File: src/rtl/ct_ciu_ctcq_pkg.sv
// Shared CTC request-queue definitions: dispatcher FSM encoding, entry count and field widths.
`ifndef PA_WIDTH
`define PA_WIDTH 40
`endif

package ct_ciu_ctcq_pkg;

  localparam int unsigned REQQ_ENTRIES = 8;
  localparam int unsigned PA_W         = `PA_WIDTH;
  localparam int unsigned RID_W        = 5;
  localparam int unsigned MID_W        = 3;

  typedef enum logic [1:0] {
    ST_IDLE = 2'b00,
    ST_SEND = 2'b01,
    ST_POP  = 2'b10
  } disp_state_e;

endpackage

File: src/rtl/ct_ciu_ctcq_rr_sel.sv
// Combinational circular first-set search over the candidate vector, starting at i_start.
module ct_ciu_ctcq_rr_sel #(
  parameter int unsigned ENTRIES = 8,
  parameter int unsigned PTRW    = $clog2(ENTRIES)
) (
  input  logic [ENTRIES-1:0] i_cand,
  input  logic [PTRW-1:0]    i_start,
  output logic [ENTRIES-1:0] o_sel_oh_c,
  output logic [PTRW-1:0]    o_sel_idx_c,
  output logic               o_any_c
);

  logic [PTRW-1:0] w_j;

  always_comb begin
    o_sel_oh_c  = '0;
    o_sel_idx_c = '0;
    o_any_c     = 1'b0;
    w_j         = '0;
    for (int unsigned i = 0; i < ENTRIES; i++) begin
      // PTRW-bit sum wraps naturally because ENTRIES is a power of two
      w_j = i_start + PTRW'(i);
      if (!o_any_c && i_cand[w_j]) begin
        o_any_c     = 1'b1;
        o_sel_idx_c = w_j;
      end
    end
    o_sel_oh_c[o_sel_idx_c] = o_any_c;
  end

endmodule

File: src/rtl/ct_ciu_ctcq_reqq_piu_disp.sv
// Per-target request-queue dispatcher: pick a pending entry, send it over valid/grant, then pop it.
// CIU_CTCQ_DISP_RR_EN selects round-robin arbitration; otherwise lowest index wins.
module ct_ciu_ctcq_reqq_piu_disp
  import ct_ciu_ctcq_pkg::*;
#(
  parameter int unsigned ENTRIES = REQQ_ENTRIES,
  parameter int unsigned PTRW    = $clog2(ENTRIES),
  parameter int unsigned ADDRW   = PA_W
) (
  input  logic                     reqqentyclk,
  input  logic                     cpurst_b,
  input  logic [ENTRIES-1:0]       reqq_tgt_vld,
  input  logic [ENTRIES-1:0]       reqq_tgt_aim,
  input  logic [ENTRIES*ADDRW-1:0] reqq_addr_flat,
  input  logic [ENTRIES*RID_W-1:0] reqq_rid_flat,
  input  logic [ENTRIES*MID_W-1:0] reqq_mid_flat,
  input  logic                     tgt_grant,
  output logic                     disp_req_vld,
  output logic [ADDRW-1:0]         disp_req_addr,
  output logic [RID_W-1:0]         disp_req_rid,
  output logic [MID_W-1:0]         disp_req_mid,
  output logic [PTRW-1:0]          disp_req_ptr,
  output logic [ENTRIES-1:0]       reqq_pop_en,
  output logic                     disp_busy
);

  disp_state_e        r_state;
  logic [PTRW-1:0]    r_ptr;
  logic               r_vld;
  logic [ADDRW-1:0]   r_addr;
  logic [RID_W-1:0]   r_rid;
  logic [MID_W-1:0]   r_mid;

  logic [PTRW-1:0]    w_start;
  logic [ENTRIES-1:0] w_sel_oh;
  logic [PTRW-1:0]    w_sel_idx;
  logic               w_any;
  logic [ADDRW-1:0]   w_sel_addr;
  logic [RID_W-1:0]   w_sel_rid;
  logic [MID_W-1:0]   w_sel_mid;

`ifdef CIU_CTCQ_DISP_RR_EN
  logic [PTRW-1:0]    r_rr_ptr;

  // Round-robin start advances past every entry picked in IDLE
  always_ff @(posedge reqqentyclk or negedge cpurst_b) begin
    if (!cpurst_b) begin
      r_rr_ptr <= '0;
    end else if (r_state == ST_IDLE && w_any) begin
      r_rr_ptr <= w_sel_idx + PTRW'(1);
    end
  end

  assign w_start = r_rr_ptr;
`else
  assign w_start = '0;
`endif

  ct_ciu_ctcq_rr_sel #(
    .ENTRIES (ENTRIES),
    .PTRW    (PTRW)
  ) u_sel (
    .i_cand      (reqq_tgt_vld),
    .i_start     (w_start),
    .o_sel_oh_c  (w_sel_oh),
    .o_sel_idx_c (w_sel_idx),
    .o_any_c     (w_any)
  );

  // One-hot AND-OR mux of the selected entry's payload
  always_comb begin
    w_sel_addr = '0;
    w_sel_rid  = '0;
    w_sel_mid  = '0;
    for (int unsigned i = 0; i < ENTRIES; i++) begin
      if (w_sel_oh[i]) begin
        w_sel_addr = w_sel_addr | reqq_addr_flat[i*ADDRW +: ADDRW];
        w_sel_rid  = w_sel_rid  | reqq_rid_flat[i*RID_W +: RID_W];
        w_sel_mid  = w_sel_mid  | reqq_mid_flat[i*MID_W +: MID_W];
      end
    end
  end

  always_ff @(posedge reqqentyclk or negedge cpurst_b) begin
    if (!cpurst_b) begin
      r_state <= ST_IDLE;
      r_ptr   <= '0;
      r_vld   <= 1'b0;
      r_addr  <= '0;
      r_rid   <= '0;
      r_mid   <= '0;
    end else begin
      case (r_state)
        ST_IDLE: begin
          if (w_any) begin
            r_ptr  <= w_sel_idx;
            r_addr <= w_sel_addr;
            r_rid  <= w_sel_rid;
            r_mid  <= w_sel_mid;
            // Entries not aimed at this target are popped without a request
            r_vld   <= reqq_tgt_aim[w_sel_idx];
            r_state <= reqq_tgt_aim[w_sel_idx] ? ST_SEND : ST_POP;
          end
        end
        ST_SEND: begin
          if (tgt_grant) begin
            r_vld   <= 1'b0;
            r_state <= ST_POP;
          end
        end
        ST_POP: begin
          r_state <= ST_IDLE;
        end
        default: begin
          r_vld   <= 1'b0;
          r_state <= ST_IDLE;
        end
      endcase
    end
  end

  assign disp_req_vld  = r_vld;
  assign disp_req_addr = r_addr;
  assign disp_req_rid  = r_rid;
  assign disp_req_mid  = r_mid;
  assign disp_req_ptr  = r_ptr;
  assign reqq_pop_en   = (r_state == ST_POP) ? (ENTRIES'(1) << r_ptr) : '0;
  assign disp_busy     = (r_state != ST_IDLE);

endmodule
File: config.mk
export PLATFORM = sky130hd
export DESIGN_NAME = ct_ciu_ctcq_reqq_piu_disp
export DESIGN_NICKNAME = d
export VERILOG_FILES = /design/src/rtl/ct_ciu_ctcq_pkg.sv /design/src/rtl/ct_ciu_ctcq_rr_sel.sv /design/src/rtl/ct_ciu_ctcq_reqq_piu_disp.sv
export SDC_FILE = /design/constraint.sdc
export NUM_CORES = 1
export LEC_CHECK = 0
export CELL_PAD_IN_SITES_DETAIL_PLACEMENT = 2
export CELL_PAD_IN_SITES_GLOBAL_PLACEMENT = 2
export CORE_MARGIN = 2
export CORE_UTILIZATION = 14
export CTS_BUF_LIST = sky130_fd_sc_hd__clkbuf_16
export DETAILED_ROUTE_END_ITERATION = 6
export HOLD_SLACK_MARGIN = 0.02
export MAX_ROUTING_LAYER = met4
export PLACE_DENSITY_LB_ADDON = 0.05
export SLEW_MARGIN = 40
export SYNTH_ARGS = -nofsm -noshare
export SYNTH_HDL_FRONTEND = slang
export SYNTH_SLANG_ARGS = --single-unit
File: constraint.sdc
create_clock -name reqqentyclk -period 2.7 [get_ports reqqentyclk]
set_clock_uncertainty 0.1 [all_clocks]
set_input_delay 0.27 -clock reqqentyclk [delete_from_list [all_inputs] [get_ports reqqentyclk]]
set_output_delay 0.27 -clock reqqentyclk [all_outputs]
set_load 0.005 [all_outputs]
* Yosys cells after proc, flatten, opt, wreduce, memory -nomap -nowiden
Index checks and enable logic that the tools add are counted.
Storage, ports and cells: flip-flop bits (word level) 54, output and inout bits 61, input port bits 403, logic and storage cells 107
Cells by class: shift-type cells 1, eq/ne operators 4, reduce and logical (&&, ||, !) cells 20, bitwise gates (word level) 23, $lt $le $gt $ge 2, muxes and demuxes 51
Operator list (count):
- $mux 40 | 8
- $or 40x40->40 | 7
- $mux 5 | 8
- $mux 3 | 12
- $or 5x5->5 | 7
- $or 3x3->3 | 7
- $mux 1 | 13
- $mux 2 | 5
- $and 8x8->8 | 1
- $logic_and 1x1->1 | 8
- $mux 8 | 1
- $shl 1x3->8 const A | 1
- $logic_not 1->1 | 7
- $lt 3x4->1 const B | 1
- $pmux 2 s2 | 1
- $reduce_and 2->1 | 2
- $bmux 1 s3 | 1
- $demux 1 s3 | 1
- $ge 3x1->1 const B | 1
- $pmux 1 s3 | 1
- $reduce_and 3->1 | 1
- $eq 2x1->1 const B | 1
- $eq 2x2->1 const B | 1
- $logic_not 2->1 | 1
- 4 further kinds | 4

* Logic depth before layout (Yosys ltp)
word-level depth 42, mapped depth 9, depth with buffers taken out 6

* Cells and area by module
Synthesis repeated with hierarchy kept, for this count alone.
Unflattened totals: cells, all modules 565, area total of the unflattened synthesis 5102.4 sq um
By module, submodules not included:
- ct_ciu_ctcq_reqq_piu_disp | seq. area each 1351.3 sq um, cells an instance 438, times used 1, area each 4124.0 sq um
- ct_ciu_ctcq_rr_sel | seq. area each 0.0 sq um, cells an instance 127, times used 1, area each 978.4 sq um

* Least setup slack after synthesis
No wires, ideal clock.
kind input-to-reg, start input port reqq_tgt_vld[0], end register r_addr[22], in the netlist disp_req_addr[22], setup slack 971 ps, stages on the path 8, data required time 2518 ps, arrival time 1547 ps, library setup time 82 ps, buffers on the path 3, cells stage by stage buf_2 -> nor2_1 -> nand2_1 -> nor3_2 -> buf_2 -> buf_2 -> a22oi_1 -> a31oi_1
Between the ends: longest elaborated chain between the ends 42, elaborated cells on any way between the ends 51, classes of those cells 2 x order compare; 25 x mux; 8 x bitwise; 16 x reduce/logical
Ends and longest elaborated chain:
- from (decl) | RTL line ct_ciu_ctcq_reqq_piu_disp.sv:12 | input logic [ENTRIES-1:0] reqq_tgt_vld,
- $mux 1 * | RTL line ct_ciu_ctcq_rr_sel.sv:23 | if (!o_any_c && i_cand[w_j]) begin
- $logic_not 1->1 | RTL line ct_ciu_ctcq_rr_sel.sv:23
- $logic_and 1x1->1 | RTL line ct_ciu_ctcq_rr_sel.sv:23
- $mux 1 | RTL line ct_ciu_ctcq_rr_sel.sv:23
- $logic_not 1->1 | RTL line ct_ciu_ctcq_rr_sel.sv:23
- $logic_and 1x1->1 | RTL line ct_ciu_ctcq_rr_sel.sv:23
- $mux 1 | RTL line ct_ciu_ctcq_rr_sel.sv:23
- $logic_not 1->1 | RTL line ct_ciu_ctcq_rr_sel.sv:23
- (+26 left out)
- $or 40x40->40 | RTL line ct_ciu_ctcq_reqq_piu_disp.sv:77 | w_sel_addr = w_sel_addr | reqq_addr_flat[i*ADDRW +: ADDRW];
- $mux 40 | RTL line ct_ciu_ctcq_reqq_piu_disp.sv:76 | if (w_sel_oh[i]) begin
- $or 40x40->40 | RTL line ct_ciu_ctcq_reqq_piu_disp.sv:77
- $mux 40 | RTL line ct_ciu_ctcq_reqq_piu_disp.sv:76
- $or 40x40->40 | RTL line ct_ciu_ctcq_reqq_piu_disp.sv:77
- $mux 40 | RTL line ct_ciu_ctcq_reqq_piu_disp.sv:76
- $or 40x40->40 | RTL line ct_ciu_ctcq_reqq_piu_disp.sv:77
- $mux 40 | RTL line ct_ciu_ctcq_reqq_piu_disp.sv:76
- to (signal assigned) | RTL line ct_ciu_ctcq_reqq_piu_disp.sv:97 | r_addr <= w_sel_addr;
- to (decl) | RTL line ct_ciu_ctcq_reqq_piu_disp.sv:30 | logic [ADDRW-1:0] r_addr;
Mark *: on every way between the ends. The rest lies on a longest branch, timed or not. A chain may end at the register's enable or synchronous reset.

* Worst setup path after layout
start register r_state[0], end output port reqq_pop_en[0]
Between the ends: longest elaborated chain between the ends 2
Ends and longest elaborated chain:
- from (decl) | RTL line ct_ciu_ctcq_reqq_piu_disp.sv:27 | disp_state_e r_state;
- from (signal assigned) | RTL line ct_ciu_ctcq_reqq_piu_disp.sv:102 | r_state <= reqq_tgt_aim[w_sel_idx] ? ST_SEND : ST_POP;
- $eq 2x2->1 | RTL line ct_ciu_ctcq_reqq_piu_disp.sv:127 | assign reqq_pop_en = (r_state == ST_POP) ? (ENTRIES'(1) << r_ptr) : '0;
- $mux 8 | RTL line ct_ciu_ctcq_reqq_piu_disp.sv:127
- to (decl) | RTL line ct_ciu_ctcq_reqq_piu_disp.sv:23 | output logic [ENTRIES-1:0] reqq_pop_en,
Every way passes these cells.

==> run metrics <==
Die Ht 179 µm; sequential share of the synthesized area 31.4%; dpl ws 0.0974 ns; final wirelength 34.9 mm; fmax about 0.42 GHz; Post-Route Setup TNS 0 ns; vias in the first global route 7,197; Rel. slew slack 62.0%; post-synthesis instance total 571; maximum root-to-sink buffer count 2; Synth area leader dfrtp_1; Layout Cells excl Fill 1,415; HPWL after DPL 27.9 mm; Wirelength per Cell approximately 25 µm; synth unique cells 39; max-slew violations 0; Via Count 6,783; IO Pins 464; Overflow after GRT 0; TritonCTS Buffers 5; worst hold margin 0.353 ns; final worst path period need 2.38 ns; PortBufs approximately 460; Synth area leaders dfrtp_1 31%, a21oi_1 12%, a222oi_1 11%; RSZ-0062 raised after global routing false; main combinational cell family by area after synthesis compound AO/OA/AOI/OAI gates; FILL cells 3,444; area growth from synthesis to layout 127%; critical path launch point type flip-flop; Post-synth EDFFs 0; class of the worst hold path in -> async; largest net degree at the start of global routing 48; layout net count 1,420; ys async rst share 100%; Avg Inst Size Synth 7.53 µm²; outcome complete, no violations; Top FF cell, synth dfrtp_1; Via density 4.79; Reg area about 1400 µm²; Tightest Pin Transition between 0.5 and 0.6 ns; setup slack after layout 0.315 ns; Synth Area in XOR/XNOR 0%; Post-CTS Resized 0; worst skew pair latency 0.31 ns; CP Data Arrival Time 2.01 ns; Yosys top cell area share 31.4%; Inst Count DP around 1.4k; most frequent cells in the layout 461 x clkdlybuf4s50_1, 104 x a21oi_1, 65 x nor2_1; # rows 64; synthesis-stage register bit count 54; Compound-Gate Fraction of Synth Area a little under half; root buffer cell clkbuf_16; Pre-antenna DRT Iters 6; Max IR drop VDD between 200 and 250 µV; Synth Area in Adders 0%; fin crit share 88.3%; cell leakage power 3.47 nW; Synth Net Count 974; Yosys warning count 0; first-pass GRT wire length slightly below 50 mm; Synth Area in Simple Gates 14.5%; Power Density 585 nW/µm²; most common cell after layout, fill and taps aside clkdlybuf4s50_1; Worst-path clk slew 0.08 ns; CTS tree done; DRC Markers 0; share of cells above drive strength 1 about 5.3%; # setup viols final 0; Tot GR Track Use between 20% and 30%; gp weighted congestion 0.808; H-tree Lvls 2; multi-input logic area 2720 µm²; crit path max fanout 7; synthesized area 4300 µm²; initial core utilization 14.1%; core box area 30,400 µm²; number of routed nets with antenna violations 0; final hold violations 0; DIE WIDTH 179 µm; MaxCap Viol Count 0; DRT iter0 DRCs 408; CP Capture Type primary output; WS Path Type reg -> out; die area between 30,000 and 40,000 µm²; mux contribution to synthesized area 0.233%; initial antenna violation count 3; CTS sink cnt 54; Required @ worst endpoint approximately 2.3 ns
==> where the power goes <==
group	leakage, nW	internal [W]	switching, W
Combinational	2.79	0.00192	0.00158
Clock	0.0632	0.000334	0.000357
Sequential	0.618	0.00123	0.000280
Total	3.47	0.00349	0.00222
==> per-stage QoR <==
step                      power (W)  area (µm²)  util, %
after detailed placement    0.00512        9610     31.6
after floorplan             0.00283        4300        -
after global placement      0.00506        9560     31.4
after CTS                   0.00585        9750     32.0
final                       0.00570        9760     32.1
after global routing        0.00619        9760     32.1
==> state kept, by name, indices dropped and copies added (netlist names) <==
signal / count
disp_req_vld: 1
disp_req_rid: 5
disp_req_addr: 40
disp_req_ptr: 3
disp_req_mid: 3
r_state: 2
==> metal layers <==
layer | GRT usage (%) | wire (µm) | vias up
met4 | 4.23 | 533 | 0
met1 | 24.0 | 13500 | 3288
met5 | - | 0 | -
met2 | 37.9 | 17800 | 334
met3 | 5.36 | 3170 | 22
li1 | - | - | 3139
==> critical path, stage by stage, from the launching register on <==
cell and delay, ns:
dfrtp_1 0.45, or3b_2 0.56, nor3_1 0.16, clkdlybuf4s50_1 0.53
==> repair_timing <==
action,CTS,global route
buffers inserted,0,0
setup endpoints to repair,0,0
hold buffers,1,0
endpoints found under the hold margin,25,0
==> Yosys cell counts (3+ instances only) <==
cell type / number
dfrtp_1: 54
clkbuf_1: 33
a22oi_1: 47
nor2_1: 68
buf_2: 17
a21oi_1: 104
nand2b_1: 9
nor3_1: 4
o21ai_0: 50
buf_1: 3
a31oi_1: 47
nand2_1: 53
a222oi_1: 49
==> cell families after synthesis <==
kind of cell,after synthesis
AND/OR/NAND/NOR,145
AO/OA/AOI/OAI,311
flip-flops,54
buffers and inverters,60
multiplexers,1
==> cell type report <==
type                            count  area share [%]
Clock buffer                        5            1.28
Multi-Input combinational cell    457            27.9
Sequential cell                    54            13.9
Inverter                            4           0.154
Timing Repair Buffer              495            51.6
Antenna cell                        3          0.0770
Clock inverter                      1          0.0385
Tap cell                          396            5.08
==> worst paths after layout <==
check | startpoint | end | slack [ns] | depth (start not counted)
setup / recovery | r_state[0] | reqq_pop_en[0] | 0.32 | 3
hold / removal | cpurst_b | disp_req_addr[2] | 0.35 | 2
setup reg to reg | r_state[1] | disp_req_addr[23] | 0.57 | 6
hold reg to reg | disp_req_vld | disp_req_vld | 0.41 | 1
max in group asynchronous | cpurst_b | disp_req_addr[19] | 1.58 | 3
min in group reqqentyclk | disp_req_vld | disp_req_vld | 0.41 | 1
No activity file was read; power rests on OpenSTA's default activity.
